<file path="src/rtl/score_pkg.sv">
// Shared types and constants for the score entry and score readout paths.
package score_pkg;

  typedef enum logic [1:0] {
    ENTRY   = 2'd0,
    CONVERT = 2'd1,
    DONE    = 2'd2
  } state_t;

  localparam int         DIGIT_W = 4;
  localparam logic [3:0] BCD_MAX = 4'd9;

endpackage

</file>
<file path="src/rtl/rise_detect.sv">
// Rising-edge detector for an already-synchronised level; a held level yields one event.
// Zero latency (event is combinational from the current level and last cycle's copy).
module rise_detect (
  input  logic clk,
  input  logic rst_n,
  input  logic sig_i,
  output logic rise_o
);

  logic sig_q;

  always_ff @(posedge clk) begin
    if (!rst_n) sig_q <= 1'b0;
    else        sig_q <= sig_i;
  end

  assign rise_o = sig_i & ~sig_q;

endmodule

</file>
<file path="src/rtl/score_entry.sv">
// Keyed BCD digit entry with serial BCD-to-binary conversion; commit event in cycle t gives
// value_valid from t+1+NUM_DIGITS, held with value_out until value_ready or a clear abort.
module score_entry
  import score_pkg::*;
#(
  parameter int NUM_DIGITS = 4,
  parameter int WIDTH      = 16
) (
  input  logic                          clk,
  input  logic                          rst_n,
  input  logic [DIGIT_W-1:0]            digit_in,
  input  logic                          digit_push,
  input  logic                          commit,
  input  logic                          clear,
  input  logic                          value_ready,
  output logic [WIDTH-1:0]              value_out,
  output logic                          value_valid,
  output logic [DIGIT_W*NUM_DIGITS-1:0] entered_bcd,
  output logic [2:0]                    digit_count,
  output logic                          busy,
  output logic                          err
);

  localparam int BCD_W = DIGIT_W * NUM_DIGITS;
  localparam int IDX_W = (NUM_DIGITS > 1) ? $clog2(NUM_DIGITS) : 1;

  logic ev_push, ev_commit, ev_clear;

  rise_detect u_push   (.clk(clk), .rst_n(rst_n), .sig_i(digit_push), .rise_o(ev_push));
  rise_detect u_commit (.clk(clk), .rst_n(rst_n), .sig_i(commit),     .rise_o(ev_commit));
  rise_detect u_clear  (.clk(clk), .rst_n(rst_n), .sig_i(clear),      .rise_o(ev_clear));

  state_t             state_q, state_d;
  logic [BCD_W-1:0]   bcd_q,   bcd_d;
  logic [2:0]         cnt_q,   cnt_d;
  logic [WIDTH-1:0]   acc_q,   acc_d;
  logic [IDX_W-1:0]   idx_q,   idx_d;
  logic [WIDTH-1:0]   val_q,   val_d;
  logic               vld_q,   vld_d;
  logic               err_q,   err_d;

  logic [DIGIT_W-1:0] cur_digit;
  logic [WIDTH-1:0]   acc_mac;

  // acc*10 as two shifts; WIDTH is sized so the largest entry cannot overflow.
  assign cur_digit = bcd_q[DIGIT_W*idx_q +: DIGIT_W];
  assign acc_mac   = (acc_q << 3) + (acc_q << 1) + WIDTH'(cur_digit);

  always_comb begin
    state_d = state_q;
    bcd_d   = bcd_q;
    cnt_d   = cnt_q;
    acc_d   = acc_q;
    idx_d   = idx_q;
    val_d   = val_q;
    vld_d   = vld_q;
    err_d   = 1'b0;

    case (state_q)
      ENTRY: begin
        if (ev_clear) begin
          bcd_d = '0;
          cnt_d = '0;
        end else if (ev_commit) begin
          acc_d   = '0;
          idx_d   = IDX_W'(NUM_DIGITS - 1);
          state_d = CONVERT;
        end else if (ev_push) begin
          if (digit_in <= BCD_MAX && cnt_q < 3'(NUM_DIGITS)) begin
            bcd_d = (bcd_q << DIGIT_W) | BCD_W'(digit_in);
            cnt_d = cnt_q + 3'd1;
          end else begin
            err_d = 1'b1;
          end
        end
      end

      CONVERT: begin
        if (ev_clear) begin
          bcd_d   = '0;
          cnt_d   = '0;
          vld_d   = 1'b0;
          state_d = ENTRY;
        end else begin
          acc_d = acc_mac;
          idx_d = idx_q - 1'b1;
          if (idx_q == '0) begin
            val_d   = acc_mac;
            vld_d   = 1'b1;
            state_d = DONE;
          end
        end
      end

      DONE: begin
        // A clear wins over a same-cycle ready; value_out keeps its last value either way.
        if (ev_clear || (vld_q && value_ready)) begin
          bcd_d   = '0;
          cnt_d   = '0;
          vld_d   = 1'b0;
          state_d = ENTRY;
        end
      end

      default: state_d = ENTRY;
    endcase
  end

  always_ff @(posedge clk) begin
    if (!rst_n) begin
      state_q <= ENTRY;
      bcd_q   <= '0;
      cnt_q   <= '0;
      acc_q   <= '0;
      idx_q   <= '0;
      val_q   <= '0;
      vld_q   <= 1'b0;
      err_q   <= 1'b0;
    end else begin
      state_q <= state_d;
      bcd_q   <= bcd_d;
      cnt_q   <= cnt_d;
      acc_q   <= acc_d;
      idx_q   <= idx_d;
      val_q   <= val_d;
      vld_q   <= vld_d;
      err_q   <= err_d;
    end
  end

  assign value_out   = val_q;
  assign value_valid = vld_q;
  assign entered_bcd = bcd_q;
  assign digit_count = cnt_q;
  assign busy        = (state_q != ENTRY);
  assign err         = err_q;

endmodule

</file>
<file path="config.mk">
export PLATFORM = sky130hd
export DESIGN_NAME = score_entry
export DESIGN_NICKNAME = d
export VERILOG_FILES = /design/src/rtl/score_pkg.sv /design/src/rtl/rise_detect.sv /design/src/rtl/score_entry.sv
export SDC_FILE = /design/constraint.sdc
export NUM_CORES = 1
export LEC_CHECK = 0
export CORE_MARGIN = 1
export CORE_UTILIZATION = 40
export CTS_BUF_LIST = sky130_fd_sc_hd__clkbuf_8 sky130_fd_sc_hd__clkbuf_16
export DETAILED_ROUTE_END_ITERATION = 8
export PLACE_DENSITY_LB_ADDON = 0.15
export SYNTH_ARGS = -nofsm -noshare
export SYNTH_HDL_FRONTEND = slang
export SYNTH_SLANG_ARGS = --single-unit
</file>
<file path="constraint.sdc">
create_clock -name clk -period 3.94 [get_ports clk]
set_input_delay 0.788 -clock clk [delete_from_list [all_inputs] [get_ports clk]]
set_output_delay 0.788 -clock clk [all_outputs]
set_load 0.02 [all_outputs]
</file>
# After elaboration in Yosys (flattened, before gate mapping)
# Index checks and enable logic that the tools add are counted.
# word_totals
output_inout_bits	38
inputBits	10
ff_bits	59
word_cells	88
# classes
n_shift	1
n_eq_ne	11
reduce_logical	15
n_mux	33
n_bitwise	11
n_lt_le_gt_ge	2
addsub	4
# ops
op	n
2-to-1 mux 16 bit	6
one-hot mux 16 bit (3 select lines)	1
2-to-1 mux 15 bit	3
one-hot mux 15 bit (2 select lines)	1
2-to-1 mux 3 bit	6
adder 16 bit	1
adder 16 x 4 -> 16 bit	1
2-to-1 mux 2 bit	8
bitwise OR 16 x 4 -> 16 bit	1
variable part select 16 x 5 -> 4 bit	1
inequality test 3 bit (second input constant)	4
inequality test 2 bit (second input constant)	5
one-hot mux 3 bit (3 select lines)	1
AND reduction 4 bit	2
inverter 1 bit	7
one-hot mux 2 bit (3 select lines)	1
AND reduction 3 bit	2
AND reduction 6 bit	1
nonzero test 2 bit	3
OR reduction 5 bit	1
less-or-equal comparator 4 bit (second input constant)	1
logical NOT 2 bit	2
2-to-1 mux 1 bit	4
one-hot mux 2 bit (2 select lines)	1
other kinds (10)	13

# Depth between registers and ports, before layout
# depth
ltp_word	7
mapped_depth	11
mapped_depth_nobuf	11

# By module
# From an unflattened synthesis, not the netlist that was laid out.
# unflattened
hier_cells	374
area_unflattened_um2	3290.7
# modules_own_cells
module	area_each_um2	instances	seq_area_each_um2	cells_per_inst
score_entry	3170.5	1	1121.1	365
rise_detect	40.0	3	20.0	3

# Least setup slack after synthesis
# OpenSTA, ideal clock, no wires.
# synth_path
path_type	reg-to-reg
start	reg idx_q[1]
end	reg val_q[12], in the netlist value_out[12]
slack_ns	0.765
arrival_time_ns	3.113
setup_ns	0.062
t_required_ns	3.878
path_buffers	0
period_less_slack_ns	3.175
path_stages_with_launch	11
path_cell_list	dfxtp_1 > mux4_2 > inv_1 > fa_1 > fa_1 > nand2b_1 > a21oi_2 > a211oi_2 > o31a_1 > or4b_1 > nand3_1
# synth_between
elab_chain_len	2
word_cells_on_any_way	4
classes_between	add/sub: 1; shift: 1; reduce/logical: 2
# synth_lines
item	line_no	text
start, declared	score_entry.sv:37	logic [IDX_W-1:0] idx_q, idx_d;
start signal, assigned	score_entry.sv:124	idx_q <= idx_d;
variable part select 16 x 5 -> 4 bit or logical NOT 2 bit (tied branches)	score_entry.sv:46, score_entry.sv:87	
adder 16 x 4 -> 16 bit or AND reduction 3 bit (tied branches)	--	
end signal, assigned	score_entry.sv:125	val_q <= val_d;
end, declared	score_entry.sv:38	logic [WIDTH-1:0] val_q, val_d;
# Several ways; a longest one is shown, not always the timed one.
# A chain may end at the register's enable or synchronous reset.

# Worst setup path after layout
# layout_path
start	reg idx_q[1]
end	reg val_q[14], in the netlist value_out[14]
# Same word-level chain as after synthesis.

==> results_dict.tcl <==
set metrics [dict create \
    synthCells 384 \
    grt_max_degree 42 \
    cts.sinks 59 \
    rsz0062_at_grt "no" \
    fmax_ghz 0.300 \
    root_buffer "clkbuf_8" \
    min_period_over_period_pct 84.7 \
    hpwl_mm 5.48 \
    first_global_vias 2756 \
    drc 0 \
    postRouteWirelength_mm 7.83 \
    antenna_found_initial 0 \
    worst_slack_ns 0.603 \
    synthesis.area_um2 3340 \
    synth_common_cells "59 x dfxtp_1, 51 x nand2_1, 32 x ha_1, 32 x nand3_1, 24 x a21boi_0" \
    maxCapViolCount 0 \
    synth_top_area_share_pct 35.4 \
    hold_ws_ns 0.460 \
    layout_min_cycle_time_ns 3.34 \
    async_flop_share_pct 0 \
    peakVddDrop_mv 0.231 \
    grt_usage_pct 19.6 \
    cts_tree "done" \
    power_mw 1.55 \
    ctsResizeCount 0 \
    slew_headroom_pct 60.4 \
    crit_required_ns 4.23 \
    placed_area_um2 3880 \
    grt-ovfl-total 0 \
    gp_congestion 0.819 \
    rows 32 \
    die_h_um 93.4 \
    io_pins 48 \
    grt_pass1_wl_mm 13.2 \
    top_usage_layer "met2" \
    final_design_area_no_fill_um2 4100 \
    path_class "flop to flop" \
    met1_usage_pct 24.6 \
    timing_worst_slew_pin_value_ns 0.593 \
    grtUsageMet2_pct 31.6 \
    ys_ff_latch 59 \
    syn-num-nets 428 \
    path_max_fanout 5 \
    clk_pin_slew_ns 0.07 \
    first_pass_iters 4 \
    numPortBuffers 47 \
    synth_warnings 0 \
    die_x_um 93.4 \
    area_delta_synth_final_pct 22.7 \
    seq_area_frac_synth_pct 35.4 \
    cp-start-kind "flop" \
    met3_usage_pct 5.53 \
    fin_cells 532 \
    die_area_um2 8720 \
    synth_flop_cell "dfxtp_1" \
    antennaDiodeCount 0 \
    cts_setup_buffers 0 \
    avgSynthCellArea_um2 8.70 \
    min_path_type "flop to flop" \
    vias_per_cell 5.33 \
    vias 2835 \
    drive_above_1_share_pct 7.67 \
    ys_types 45 \
    fin_setup_tns_ns 0 \
    holdBufCountCts 0 \
    final_util_pct 51.9 \
    power-per-cell-area_nw_per_um2 378 \
    critical_path_arrival_ns 3.63 \
    dp.cells 516 \
    yosysTopAreaCell "dfxtp_1" \
    clk_path_buf_depth 2 \
    h-tree-depth 3 \
    hold_viol_final 0 \
    coreArea_um2 7890 \
    end_kind "flop" \
    power.leakage_nw 1.63 \
    dp_slack_ns 0.594 \
    finalMaxSlewViolations 0 \
    clock_skew_ns 0.0147 \
    postRouteAntennaNets 0 \
    clk_latency_ns 0.35 \
    synth_most_common_cell "dfxtp_1" \
    finalSetupViolations 0 \
    drt_iter0_drc 85 \
    status "finished clean" \
    final_nets 469 \
    synth_area_leaders "dfxtp_1 35%, ha_1 12%, nand2_1 5.7%, a21boi_0 5.4%, nand3_1 4.8%" \
    synth_edf_count 0 \
    wl_per_cell_um 14.7 \
    numCtsBuffers 9 \
    start_util_pct 42.3 \
]
-- metal layers --
metal | vias to the layer above | share of wire [%]
met5 | - | 0
met4 | 0 | 1.7
met3 | 14 | 4.1
met2 | 45 | 45
met1 | 1330 | 49
li1 | 1446 | -
-- flip-flops by register name, summed over array words and instances, names as in the netlist --
signal	flops
acc_q	15
digit_count	3
entered_bcd	16
err	1
idx_q	2
state_q	2
u_clear.sig_q	1
u_commit.sig_q	1
u_push.sig_q	1
value_out	16
value_valid	1
-- kinds of logic after synthesis --
logic type	Yosys count	share of synthesized area, %
buffers and inverters	39	4.72
and+or+nand+nor	147	22.0
AOI/OAI and AO/OA	84	17.4
DFF	59	35.4
xor gates and xnor gates	12	3.15
adders and majority gates	34	13.2
muxes	9	4.20
-- path summary, 6_finish.rpt --
check | slack (ns) | cells after the start | startpoint | to
worst max-delay path | 0.60 | 10 | idx_q[1] | value_out[14]
worst min-delay path | 0.46 | 2 | value_out[0] | value_out[0]
worst min register to register | 0.46 | 2 | value_out[0] | value_out[0]
worst max register to register | 0.60 | 10 | idx_q[1] | value_out[14]
-- cell usage in the layout (no fill, tap or decap), types with 3 or more instances in the layout --
master            n
a21boi_0         24
a21o_1            4
a21oi_1          14
a22oi_1          10
and2_1            6
buf_4             6
clkbuf_8          9
clkdlybuf4s50_1  46
clkinvlp_4        3
dfxtp_1          59
ha_1             32
inv_1            16
mux2i_1           5
mux4_2            4
nand2_1          51
nand2b_1          4
nand3_1          32
nand4_1           8
nor2_1           14
nor2b_1          15
nor3_1            3
nor4_1            3
o211ai_1          4
o21ai_0          14
xnor2_1           8
xor2_1            4
-- layout make-up --
cell class / instances / area, µm²
repair buffers: 53 / 510
well taps: 102 / 128
clock inverters: 7 / 92.6
fillers: 741 / 3790
clock buffers: 9 / 124
inverters: 16 / 60.1
flip-flops and latches: 59 / 1180
multi-input cells: 286 / 2000
-- power breakdown --
part           switching [mW]  leakage (nW)  internal (mW)
Combinational           0.179          1.05          0.114
Sequential             0.0231         0.477          0.619
Clock                   0.261         0.101          0.353
-- worst max-delay path: stages, from the launching register on --
cell and delay [ns]:
dfxtp_1 0.43, mux4_2 0.52, inv_1 0.08, fa_1 0.45, fa_1 0.47, nand2b_1 0.20
a21oi_2 0.14, a211oi_2 0.08, o31a_1 0.33, or4b_1 0.50, nand3_1 0.08
Note: power is estimated with default switching activity, not from simulation.
